`src/rtl/polarity_event_arbiter.sv`:
```
// -----------------------------------------------------------------------------
// polarity_event_arbiter
//
// Purpose:
//   Round-robin arbiter that shares one event output channel between NUM_REQ
//   pixel requesters. Each requester presents a 2-bit polarity request
//   (2'b10 = ON, 2'b01 = OFF, 2'b11 = conflicting ON+OFF). The winner is
//   turned into an address plus a 1-bit polarity and handed downstream over a
//   valid/ready handshake. Once the event is accepted, the winner gets a
//   one-cycle one-hot grant pulse so it can clear its request.
//
//   Transaction shape (ready_i held high):
//     edge t   : IDLE picks a winner, valid_o rises
//     edge t+1 : accept, valid_o falls, gnt_o pulses for one cycle (ACK)
//     edge t+2 : back to IDLE (requester has had one cycle to drop its request)
//     edge t+3 : next arbitration
//
// Ports:
//   clk_i       in   clock, rising edge
//   reset_i     in   asynchronous reset, active low
//   en_i        in   arbitration enable, only looked at in IDLE
//   req_i       in   NUM_REQ x POLARITY request slices, slice i = requester i
//   ready_i     in   downstream can take an event
//   valid_o     out  event on addr_o/pol_o is valid
//   addr_o      out  index of the granted requester
//   pol_o       out  1 = ON, 0 = OFF or conflict
//   gnt_o       out  one-hot acknowledge pulse to the winning requester
//   conflict_o  out  one-cycle pulse when the latched request was 2'b11
//   evt_cnt_o   out  free-running count of accepted events (wraps)
// -----------------------------------------------------------------------------

package arbiter_pkg;
   localparam int POLARITY = 2;
endpackage

module polarity_event_arbiter #(
   parameter int NUM_REQ  = 16,
   parameter int ADDR_W   = $clog2(NUM_REQ),
   parameter int POLARITY = arbiter_pkg::POLARITY,
   parameter int CNT_W    = 16
) (
   input  logic                        clk_i,
   input  logic                        reset_i,
   input  logic                        en_i,
   input  logic [NUM_REQ*POLARITY-1:0] req_i,
   input  logic                        ready_i,
   output logic                        valid_o,
   output logic [ADDR_W-1:0]           addr_o,
   output logic                        pol_o,
   output logic [NUM_REQ-1:0]          gnt_o,
   output logic                        conflict_o,
   output logic [CNT_W-1:0]            evt_cnt_o
);

   localparam logic [POLARITY-1:0] REQ_ON       = POLARITY'(2'b10);
   localparam logic [POLARITY-1:0] REQ_CONFLICT = POLARITY'(2'b11);
   localparam logic [ADDR_W-1:0]   LAST_IDX     = ADDR_W'(NUM_REQ - 1);

   typedef enum logic [1:0] {
      ST_IDLE = 2'd0,
      ST_SEND = 2'd1,
      ST_ACK  = 2'd2
   } state_t;

   state_t               r_state;
   state_t               w_state_nxt;

   logic                 r_valid;
   logic                 w_valid_nxt;
   logic [ADDR_W-1:0]    r_addr;
   logic [ADDR_W-1:0]    w_addr_nxt;
   logic                 r_pol;
   logic                 w_pol_nxt;
   logic [NUM_REQ-1:0]   r_gnt;
   logic [NUM_REQ-1:0]   w_gnt_nxt;
   logic                 r_conflict;
   logic                 w_conflict_nxt;
   logic [CNT_W-1:0]     r_cnt;
   logic [CNT_W-1:0]     w_cnt_nxt;
   logic [ADDR_W-1:0]    r_ptr;
   logic [ADDR_W-1:0]    w_ptr_nxt;

   logic [NUM_REQ-1:0]   w_active;
   logic                 w_found;
   logic [ADDR_W-1:0]    w_sel_idx;
   logic [POLARITY-1:0]  w_sel_req;
   logic                 w_sel_pol;
   logic                 w_sel_conflict;

   // A requester is active whenever any bit of its slice is set.
   always_comb begin
      w_active = '0;
      for (int i = 0; i < NUM_REQ; i++) begin
         w_active[i] = |req_i[i*POLARITY +: POLARITY];
      end
   end

   // Rotating priority search. The first pass only considers indices at or
   // above the pointer; if nothing is found there, the second pass takes the
   // lowest active index, which is exactly the wrapped-around continuation of
   // the search. This avoids modulo arithmetic for non-power-of-two NUM_REQ.
   always_comb begin
      w_found   = 1'b0;
      w_sel_idx = '0;
      w_sel_req = '0;
      for (int j = 0; j < NUM_REQ; j++) begin
         if (!w_found && w_active[j] && (ADDR_W'(j) >= r_ptr)) begin
            w_found   = 1'b1;
            w_sel_idx = ADDR_W'(j);
            w_sel_req = req_i[j*POLARITY +: POLARITY];
         end
      end
      for (int j = 0; j < NUM_REQ; j++) begin
         if (!w_found && w_active[j]) begin
            w_found   = 1'b1;
            w_sel_idx = ADDR_W'(j);
            w_sel_req = req_i[j*POLARITY +: POLARITY];
         end
      end
   end

   // Only a pure ON request maps to 1; OFF and conflict both map to 0.
   assign w_sel_pol      = (w_sel_req == REQ_ON);
   assign w_sel_conflict = (w_sel_req == REQ_CONFLICT);

   // Next-state and next-output logic. Every output is taken from a register,
   // so nothing here reaches a port combinationally.
   always_comb begin
      w_state_nxt    = r_state;
      w_valid_nxt    = r_valid;
      w_addr_nxt     = r_addr;
      w_pol_nxt      = r_pol;
      w_gnt_nxt      = '0;
      w_conflict_nxt = 1'b0;
      w_cnt_nxt      = r_cnt;
      w_ptr_nxt      = r_ptr;

      case (r_state)
         ST_IDLE: begin
            if (en_i && w_found) begin
               w_addr_nxt     = w_sel_idx;
               w_pol_nxt      = w_sel_pol;
               w_conflict_nxt = w_sel_conflict;
               w_valid_nxt    = 1'b1;
               w_state_nxt    = ST_SEND;
            end
         end

         // The event was captured on entry, so req_i changes here are ignored.
         ST_SEND: begin
            if (ready_i) begin
               w_valid_nxt = 1'b0;
               w_gnt_nxt   = NUM_REQ'(1) << r_addr;
               w_cnt_nxt   = r_cnt + 1'b1;
               w_ptr_nxt   = (r_addr == LAST_IDX) ? '0 : r_addr + 1'b1;
               w_state_nxt = ST_ACK;
            end
         end

         // Grant is visible for this one cycle; the extra hop through IDLE
         // gives the requester time to withdraw before it could win again.
         ST_ACK: begin
            w_state_nxt = ST_IDLE;
         end

         default: begin
            w_valid_nxt = 1'b0;
            w_state_nxt = ST_IDLE;
         end
      endcase
   end

   always_ff @(posedge clk_i or negedge reset_i) begin
      if (!reset_i) begin
         r_state    <= ST_IDLE;
         r_valid    <= 1'b0;
         r_addr     <= '0;
         r_pol      <= 1'b0;
         r_gnt      <= '0;
         r_conflict <= 1'b0;
         r_cnt      <= '0;
         r_ptr      <= '0;
      end else begin
         r_state    <= w_state_nxt;
         r_valid    <= w_valid_nxt;
         r_addr     <= w_addr_nxt;
         r_pol      <= w_pol_nxt;
         r_gnt      <= w_gnt_nxt;
         r_conflict <= w_conflict_nxt;
         r_cnt      <= w_cnt_nxt;
         r_ptr      <= w_ptr_nxt;
      end
   end

   assign valid_o    = r_valid;
   assign addr_o     = r_addr;
   assign pol_o      = r_pol;
   assign gnt_o      = r_gnt;
   assign conflict_o = r_conflict;
   assign evt_cnt_o  = r_cnt;

   // Structural invariants of the handshake.
   a_gnt_onehot : assert property (@(posedge clk_i) disable iff (!reset_i)
      $onehot0(gnt_o));

   a_gnt_not_with_valid : assert property (@(posedge clk_i) disable iff (!reset_i)
      !(valid_o && (|gnt_o)));

endmodule

```
`config.mk`:
```
export PLATFORM = sky130hd
export DESIGN_NAME = polarity_event_arbiter
export DESIGN_NICKNAME = d
export VERILOG_FILES = /design/src/rtl/polarity_event_arbiter.sv
export SDC_FILE = /design/constraint.sdc
export NUM_CORES = 1
export LEC_CHECK = 0
export ABC_AREA = 1
export CORE_ASPECT_RATIO = 0.7
export CORE_MARGIN = 3
export CORE_UTILIZATION = 50
export CTS_CLUSTER_SIZE = 16
export DETAILED_ROUTE_END_ITERATION = 6
export PLACE_DENSITY_LB_ADDON = 0.12
export RECOVER_POWER = 100
export SLEW_MARGIN = 30
export SYNTH_ARGS = -nofsm -noshare
export SYNTH_HDL_FRONTEND = slang
export SYNTH_SLANG_ARGS = --single-unit
```
`constraint.sdc`:
```
create_clock -name clk_i -period 3.8 [get_ports clk_i]
set_input_delay 0.76 -clock clk_i [delete_from_list [all_inputs] [get_ports clk_i]]
set_output_delay 0.76 -clock clk_i [all_outputs]
set_load 0.005 [all_outputs]
```
==> After elaboration in Yosys (flattened, before gate mapping) <==
Index checks and enable logic that the tools add are counted.
{ "classes": {"addsub": 2, "n_reduce_logical": 100, "n_mux": 106, "n_eq_ne": 7, "order_cmp": 16, "shift": 1, "bitwise": 1} }
{ "ops": {"columns": ["cell", "count"], "rows": [
  ["$mux 4", 31],
  ["$mux 2", 34],
  ["$logic_and 1x1->1", 48],
  ["$mux 1", 37],
  ["$ge 4x4->1 const A", 8],
  ["$mux 16", 2],
  ["$reduce_or 2->1", 16],
  ["$logic_not 1->1", 31],
  ["$add 16x1->16 const B", 1],
  ["$ge 3x4->1 const A", 4],
  ["$shl 1x4->16 const A", 1],
  ["$ge 1x4->1 const A", 2],
  ["$ge 2x4->1 const A", 2],
  ["$eq 2x2->1 const B", 3],
  ["$reduce_and 2->1", 3],
  ["$add 4x1->4 const B", 1],
  ["$eq 4x4->1 const B", 1],
  ["$ne 2x2->1 const B", 2],
  ["$pmux 2 s2", 1],
  ["$pmux 1 s3", 1],
  ["$reduce_and 3->1", 1],
  ["$eq 2x1->1 const B", 1],
  ["$logic_not 2->1", 1],
  ["$not 1->1", 1]
]} }
{ "word_totals": {"word_cells": 241, "output_inout_bits": 39, "regBits": 45, "input_bits": 36} }

==> Logic depth before layout (Yosys ltp) <==
Gate-level depths: netlist (run 1).
{ "depth": {"depth_word": 114, "depth_mapped": 32} }

==> Worst setup path before layout (run 1) <==
No wires, ideal clock.
{ "synth_path": {"kind": "input -> register", "from": "in req_i[7]", "to": "reg r_addr[1], in the netlist addr_o[1]", "t_arrival_ns": 3.414, "required_time_ns": 3.681, "path_slack_ns": 0.267, "setup_ns": 0.119, "path_stages": 26, "path_buffers": 0, "path_cell_list": "nor2_1 > inv_1 > nand2_1 > inv_1 > nor2_2 > nand4_1 > nor2_1 > nand4_1 > a21oi_2 > nand4_4 > nor2_8 > nand4_4 > nor2_8 > nand4_4 > nor2_4 > nand4_4 > nor2_2 > nand2_2 > nor2_4 > nand2_1 > nand2_1 > inv_2 > nand2_4 > inv_4 > nand2_1 > o21ai_2"} }
{ "synth_between": {"elab_chain_len": 102, "word_cells_on_any_way": 131, "cone_classes": "mux: 58; reduce/logical: 73"} }
{ "synth_lines": {"columns": ["element", "line_no", "rtl"], "rows": [
  ["start, declared", "45", "input logic [NUM_REQ*POLARITY-1:0] req_i,"],
  ["$reduce_or 2->1 (*)", "94", "w_active[i] = |req_i[i*POLARITY +: POLARITY];"],
  ["$logic_and 1x1->1 (2 in series)", "107", "if (!w_found && w_active[j] && (ADDR_W'(j) >= r_ptr)) begin"],
  ["$mux 1", "107", null],
  ["$logic_not 1->1", "107", null],
  ["$logic_and 1x1->1 (2 in series)", "107", null],
  ["$mux 1", "107", null],
  ["$logic_not 1->1", "107", null],
  ["$logic_and 1x1->1 (2 in series)", "107", null],
  ["(+83 left out)", null, null],
  ["$logic_not 1->1", "114", "if (!w_found && w_active[j]) begin"],
  ["$logic_and 1x1->1", "114", null],
  ["$mux 1", "114", null],
  ["$logic_not 1->1", "114", null],
  ["$logic_and 1x1->1", "114", null],
  ["$mux 1", "114", null],
  ["$logic_and 1x1->1", "140", "if (en_i && w_found) begin"],
  ["$reduce_and 2->1 (no source line)", null, null],
  ["end signal, assigned", "186", "r_addr <= w_addr_nxt;"],
  ["end, declared", "70", "logic [ADDR_W-1:0] r_addr;"]
]} }
Every way passes the cells marked *; elsewhere a longest branch is shown, timed or not.
A chain may end at the register's enable or synchronous reset.

==> Worst setup path after layout (run 1) <==
{ "layout_path": {"from": "in req_i[21]", "to": "reg r_pol, in the netlist pol_o"} }
{ "layout_between": {"elab_chain_len": 74, "word_cells_on_any_way": 97, "cone_classes": "eq/ne: 1; mux: 44; reduce/logical: 52"} }
{ "layout_lines": {"columns": ["element", "line_no", "rtl"], "rows": [
  ["$reduce_or 2->1", "94", null],
  ["$logic_and 1x1->1 (2 in series)", "107", null],
  ["$mux 1", "107", null],
  ["$logic_not 1->1", "107", null],
  ["$logic_and 1x1->1 (2 in series)", "107", null],
  ["$mux 1", "107", null],
  ["$logic_not 1->1", "107", null],
  ["$logic_and 1x1->1 (2 in series)", "107", null],
  ["(+55 left out)", null, null],
  ["$logic_not 1->1", "114", null],
  ["$logic_and 1x1->1", "114", null],
  ["$mux 1", "114", null],
  ["$logic_not 1->1", "114", null],
  ["$logic_and 1x1->1", "114", null],
  ["$mux 1", "114", null],
  ["$logic_and 1x1->1", "140", null],
  ["$reduce_and 2->1 (no source line)", null, null],
  ["end signal, assigned", "187", "r_pol <= w_pol_nxt;"],
  ["end, declared", "72", "logic r_pol;"]
]} }
Several ways; a longest one is shown, not always the timed one.

==> flow_metrics.py, run 1 <==
metrics = {
    "outcome": {
        "status": "finished with violations",
        "failed_checks": "capacitance limit, slew limit",
    },
    "final_layout": {
        "diodes": 0,
        "syn_to_final_growth_pct": 63.61,
        "layout-drive-gt1-share_pct": 30.72,
        "regArea_um2": 1126,
        "multi_input_area_um2": 2024,
        "fill_cells": 365,
        "finalNonFillerCells": 755,
        "fin_nets": 719,
    },
    "route": {
        "first_pass_iters": 5,
        "ant_nets": 0,
        "drc": 0,
        "wl_per_cell_um": 15.38,
        "wl_um": 11610,
        "via_per_inst": 5.294,
        "drt_iter0_drc": 472,
        "vias": 3997,
    },
    "synthesis": {
        "async_flop_share_pct": 100.0,
        "synth_seq_cells": 45,
        "synthCells": 471,
        "syn-num-nets": 514,
        "synthTopCellsByArea": "dfrtp_1, nand2_1, inv_1",
        "netlist_area_um2": 3283,
        "ys_types": 38,
        "synth_ff_type": "dfrtp_1",
        "yosysWarnings": 0,
        "yosysSeqAreaShare_pct": 34.30,
        "synth_edf_count": 0,
        "yosys.area.top_type_share_pct": 34.30,
        "avgSynthCellArea_um2": 6.971,
        "yosysTopAreaCell": "dfrtp_1",
    },
    "floorplan": {
        "start_util_pct": 52.06,
        "core_area_um2": 6306,
        "die_h_um": 73.80,
        "die_area_um2": 7590,
        "die_w_um": 102.9,
        "placementRows": 24,
        "top_level_ports": 75,
    },
    "flow_run": {
        "drv_cap": 1,
    },
    "setup_path": {
        "cp-startpoint": "req_i[21]",
        "crit_type": "input pin to flip-flop",
        "cp-endpoint": "pol_o",
        "required_ns": 3.99,
        "cp_slowest_cell": "clkdlybuf4s50_1",
        "start_kind": "input pin",
        "r2r_slack_ns": 0.20,
        "path_cells": "clkdlybuf4s50_1, nor2_1, inv_1, o211ai_1, nand4_1, a21oi_2, nand4_4, nor2_8, nand4_4, nor2_8, nand4_4, nor2_4, nand3_4, buf_4, or2_0, nand2_1, nand3_1, nand2_1, nand3_1, nand3_2, nand2_1",
        "reg2reg_from": "r_ptr[2]",
        "cp.arrival_ns": 3.94,
        "worstReg2RegEnd": "pol_o",
        "cp-end-kind": "flip-flop",
        "critPathMaxFanout": 4,
        "crit_path_max_incr_delay_ns": 0.45,
        "worst_r2r_path_depth": 30,
    },
    "clocking": {
        "insertion_delay_ns": 0.30,
        "clkSinkCount": 45,
        "clockRootBuffer": "clkbuf_8",
        "htree_levels": 2,
        "cts_tree": "done",
        "clock_path_buffers": 2,
        "cts_made_buffers": 5,
        "path_clk_slew_ns": 0.08,
        "ctsHoldBuffers": 0,
    },
    "timing": {
        "setup_viol_count_final": 0,
        "fin_ws_ns": 0.05072,
        "clock.fmax_mhz": 266.7,
        "finalCriticalPeriod_ns": 3.749,
        "clock-skew-final_ns": 0.003012,
        "maxSlewHeadroom_pct": -57.21,
        "drv_slew": 46,
        "setup_tns_ns": 0,
        "worst_pin_slew_ns": 2.358,
        "timing.final.crit_share_pct": 98.67,
        "hold_viol_final": 0,
    },
    "global_route": {
        "grt_pass1_wl_um": 17420,
        "antenna_found_initial": 0,
        "track_usage_pct": 29.50,
        "overflow": 0,
        "grt_max_degree": 46,
        "first_global_vias": 3559,
    },
    "hold_path": {
        "hp-class": "flip-flop to flip-flop",
        "min-delay-start": "evt_cnt_o[15]",
    },
    "power_and_ir_drop": {
        "switching_share_pct": 42.46,
        "combPwrFrac_pct": 56.0,
        "pwr-share-clk_pct": 16.4,
        "switchingPower_w": 0.0009772,
        "p_per_area_nw_per_um2": 428.4,
        "leakage_nw": 3.022,
        "p_seq_share_pct": 27.6,
        "p_int_w": 0.001324,
        "vdd_drop_max_mv": 0.3360,
    },
    "placed_design": {
        "place.gp.congestion": 1.004,
        "hpwl_um": 8353,
        "io_buffers": 74,
        "post-place-ws_ns": -0.4312,
        "dp_cells": 705,
    },
}
-- sequential cells by signal, summed over array words and instances (netlist names) --
name	flops
addr_o	4
evt_cnt_o	16
gnt_o	16
r_state	2
valid_o	1
r_ptr	4
pol_o	1
conflict_o	1
-- worst max-delay path, delay by kind of cell --
kind	cells	cell delay [ns]
and+or+nand+nor	16	2.10
buffers and inverters	3	0.68
AOI/OAI and AO/OA	2	0.40
-- power groups by stage --
stage                     Clock (W)  Combinational (W)  Sequential, W
after floorplan                   0           0.000564       0.000631
after global placement            0            0.00101       0.000637
after detailed placement          0            0.00103       0.000639
after CTS                  0.000377            0.00111       0.000633
after global routing       0.000389            0.00138       0.000647
final                      0.000378            0.00129       0.000635
-- layout make-up --
| cell class | count | share of cell area, % |
|---|---|---|
| clock buffer | 7 | 1.607 |
| clock inverter | 1 | 0.5590 |
| inverter | 86 | 6.150 |
| multi-input combinational | 339 | 37.69 |
| sequential | 45 | 20.96 |
| tap | 78 | 1.817 |
| timing repair buffer | 198 | 31.10 |
| timing repair inverter | 1 | 0.1165 |
-- layout by cell type (no fill, tap or decap), types with 5 or more instances in the layout --
cell	n
dfrtp_1	45
o21ai_0	10
dlygate4sd3_1	40
or2_2	5
nand3_2	8
nor2_4	6
nand2_4	7
a21oi_1	6
dlymetal6s2s_1	5
nand3_1	27
ha_1	7
nor2_2	9
nand2_2	9
nand4_1	18
buf_4	123
nor2_1	70
inv_1	75
clkdlybuf4s50_1	19
nand2_1	96
clkdlybuf4s15_1	6
inv_2	10
clkbuf_8	6
xor2_1	11
nand3_4	5
-- kinds of logic (layout without fill, tap and decap cells) --
family / count (synthesis) / in the layout / synth area share [%]
buffers and inverters: 87 / 293 / 10.02
XOR/XNOR: 15 / 15 / 4.001
adder cells (fa/ha/maj): 7 / 7 / 2.668
AO/OA/AOI/OAI: 32 / 32 / 6.555
AND/OR/NAND/NOR: 285 / 285 / 42.45
flip-flops: 45 / 45 / 34.30
-- repair_timing --
item | 4_1_cts | 5_1_grt
setup buffers | 29 | 12
gates cloned | 1 | 0
pin swaps | 19 | 31
setup endpoints to repair | 8 | 8
gates resized for setup | 27 | 56
-- layer usage --
layer  GRT usage, %  up-vias  routed length [µm]  share of wire (%)
met5              0        -                   0                  0
met4          3.161        0                 165                1.4
met3          7.970       25                1197                 10
met2          41.92      222                4907                 42
met1          45.96     1845                5340                 46
li1               -     1905                   -                  -
-- through the flow --
stage / hold WS [ns] / cell area [µm²] / total power, W / util, %
3_3_place_gp: 0.4591 / 4736 / 0.001646 / 75.10
4_1_cts: 0.4936 / 5119 / 0.002123 / 81.17
2_1_floorplan: 0.4644 / 3283 / 0.001195 / -
3_5_place_dp: 0.4727 / 4736 / 0.001667 / 75.10
5_1_grt: 0.5122 / 5371 / 0.002418 / 85.18
6_report: 0.4801 / 5371 / 0.002301 / 85.18
-- synthesized netlist by cell type, types with 2 or more instances --
cell type	count
or2_2	5
nand4_4	4
ha_1	7
nand2_2	4
inv_1	84
o21ai_0	10
nand2_1	107
o41ai_1	2
o31ai_1	3
nor2_8	2
nor2_2	5
xnor2_1	4
nor3b_1	4
nand3_1	37
nand4_1	18
a211oi_1	2
nand3_2	3
a21oi_1	6
o21ai_2	4
nor4_1	4
xor2_1	11
or2_0	2
nor3_1	5
nand3b_1	2
nor2_1	78
dfrtp_1	45
nor2_4	2
-- worst min-delay path by stage --
stage,endpoint,cells after the start
global placement,evt_cnt_o[15],1
detailed placement,evt_cnt_o[15],1
CTS,evt_cnt_o[15],1
finish,evt_cnt_o[15],1
floorplan,addr_o[0],0
global route,evt_cnt_o[15],1
Note: power is estimated with default switching activity, not from simulation.
==> inputs of run 2 (changes only) <==
--- a/config.mk
+++ b/config.mk
@@ -6,9 +6,10 @@
 export NUM_CORES = 1
 export LEC_CHECK = 0
 export ABC_AREA = 1
+export CELL_PAD_IN_SITES_DETAIL_PLACEMENT = 1
+export CELL_PAD_IN_SITES_GLOBAL_PLACEMENT = 1
 export CORE_ASPECT_RATIO = 0.7
-export CORE_MARGIN = 3
-export CORE_UTILIZATION = 50
+export CORE_UTILIZATION = 36
 export CTS_CLUSTER_SIZE = 16
 export DETAILED_ROUTE_END_ITERATION = 6
 export PLACE_DENSITY_LB_ADDON = 0.12
==> flow_metrics.py, run 2 (synthesis results as in run 1) <==
metrics = {
    "final_layout": {
        "mostFrequentLayoutCells": "buf_4, nand2_1, inv_1",
        "finalNonFillerCells": 789,
        "layout_commonest_cell": "buf_4",
        "diodes": 0,
        "multi_input_area_um2": 2032,
        "fin_nets": 711,
        "regArea_um2": 1129,
        "syn_to_final_growth_pct": 63.19,
        "fill_cells": 1105,
        "finish.utilization_pct": 61.91,
        "layout-drive-gt1-share_pct": 31.09,
    },
    "floorplan": {
        "top_level_ports": 75,
        "start_util_pct": 37.94,
        "die_h_um": 81.90,
        "die_w_um": 116.1,
        "placementRows": 28,
        "die_area_um2": 9512,
        "core_area_um2": 8653,
    },
    "setup_path": {
        "critPathMaxFanout": 6,
        "cp.arrival_ns": 3.93,
        "crit_type": "flip-flop to flip-flop",
        "crit_path_max_incr_delay_ns": 0.58,
        "required_ns": 3.98,
        "cpMostUsedCell": "buf_4",
        "cp-end-kind": "flip-flop",
        "r2r_slack_ns": 0.05,
        "cp_slowest_cell": "or4_1",
        "path_cells": "nor2_4, nand2_2, buf_4, buf_4, buf_4, buf_4, nand4_1, nor2_2, nand4_1, nor2_2, buf_4, nand2_1, nand4_1, or4_1, a211oi_1, nand4_1, nor3b_1, o21ai_0, nand2_2, o21ai_2",
        "start_kind": "flip-flop",
    },
    "timing": {
        "fin_ws_ns": 0.04769,
        "clock.fmax_mhz": 266.5,
        "drv_slew": 46,
        "setup_viol_count_final": 0,
        "maxSlewHeadroom_pct": -59.46,
        "clock-skew-final_ns": 0.005701,
        "finalCriticalPeriod_ns": 3.752,
        "timing.final.crit_share_pct": 98.75,
        "hold_viol_final": 0,
        "worst_pin_slew_ns": 2.392,
    },
    "power_and_ir_drop": {
        "p_per_area_nw_per_um2": 452.2,
        "leakage_nw": 2.927,
        "vdd_drop_max_mv": 0.2265,
    },
    "global_route": {
        "met1_usage_pct": 40.41,
        "first_global_vias": 4191,
        "gr-usage-met3_pct": 5.683,
        "grt_pass1_wl_um": 21340,
        "overflow": 0,
        "grt_max_degree": 46,
        "antenna_found_initial": 0,
        "track_usage_pct": 29.98,
        "grt.met2_usage_pct": 50.30,
        "busiest_layer": "met2",
    },
    "route": {
        "via_per_inst": 5.199,
        "ant_nets": 0,
        "wl_um": 15320,
        "drt_iter0_drc": 220,
        "first_pass_iters": 5,
        "wl_per_cell_um": 19.41,
        "drc": 0,
        "vias": 4102,
    },
    "clocking": {
        "htree_levels": 2,
        "cts_made_buffers": 5,
        "clock_path_buffers": 2,
        "cts_tree": "done",
        "path_clk_slew_ns": 0.06,
        "insertion_delay_ns": 0.29,
        "clockRootBuffer": "clkbuf_16",
        "clkSinkCount": 45,
    },
    "placed_design": {
        "dp_cells": 737,
        "io_buffers": 74,
        "hpwl_um": 9668,
        "post-place-ws_ns": -0.6065,
        "place.gp.congestion": 0.9804,
    },
    "flow_run": {
        "drv_cap": 1,
    },
    "outcome": {
        "failed_checks": "capacitance limit, slew limit",
        "status": "finished with violations",
    },
    "hold_path": {
        "hp-class": "flip-flop to flip-flop",
    },
}
-- run 2: cell count changes in the layout (fill, tap and decap cells not counted), moves of 5 or more --
cell,previous run,this run
buf_4,123,114
nor2_1,70,63
nor2_2,9,16
clkbuf_8,6,0
nand2_1,96,102
clkbuf_16,0,5
clkbuf_2,2,7
dlymetal6s2s_1,5,0
-- run 2: layer usage --
metal / up-vias / routed length (µm)
li1: 1896 / -
met1: 2029 / 6910
met2: 145 / 7264
met3: 32 / 811
met4: 0 / 333
met5: - / 0
-- run 2: layout make-up --
| cell class | count | share of cell area, % |
|---|---|---|
| Timing Repair inverter | 1 | 0.1168 |
| Inverter | 86 | 6.165 |
| Multi-Input combinational cell | 339 | 37.93 |
| Tap cell | 120 | 2.802 |
| Timing Repair Buffer | 190 | 29.33 |
| Clock inverter | 2 | 0.1868 |
| Sequential cell | 45 | 21.06 |
| Clock buffer | 6 | 2.405 |
-- run 2: per-stage QoR --
stage / power [W] / instance area [µm²] / setup TNS [ns] / hold WS, ns
floorplan: 0.001195 / 3283 / 0 / 0.4644
global placement: 0.001642 / 4713 / -3.404 / 0.4585
detailed placement: 0.001688 / 4716 / -4.573 / 0.4666
CTS: 0.002197 / 5130 / 0 / 0.4750
global route: 0.002557 / 5358 / -0.3595 / 0.4977
finish: 0.002423 / 5358 / 0 / 0.4684
-- run 2: worst paths after layout --
check,start,endpoint,depth (start not counted)
setup / recovery,r_ptr[3],addr_o[0],20
hold / removal,pol_o,pol_o,2
setup reg to reg,r_ptr[3],addr_o[0],20
hold reg to reg,pol_o,pol_o,2
max in group asynchronous,reset_i,r_ptr[2],1
min in group asynchronous,reset_i,gnt_o[2],1
-- run 2: where the power goes --
part           internal [W]  total, W  switching, W
Combinational      0.000563   0.00135      0.000789
Clock              0.000242  0.000422      0.000180
Sequential         0.000554  0.000649     0.0000949
Total               0.00136   0.00242       0.00106
-- run 2: critical path, delay by kind of cell, from the launching register on --
family,cells,cell delay (ns)
flip-flops,1,0.48
AO/OA/AOI/OAI,3,0.45
buffers and inverters,5,0.65
AND/OR/NAND/NOR,12,2.03
-- run 2: what timing repair did --
item / CTS / global route
hold endpoints to repair: 0 / 0
pin swaps: 18 / 43
hold buffers: 0 / 0
buffers inserted: 29 / 15
gates resized for setup: 43 / 48
endpoints found under the setup margin: 8 / 8
gates cloned: 1 / 0
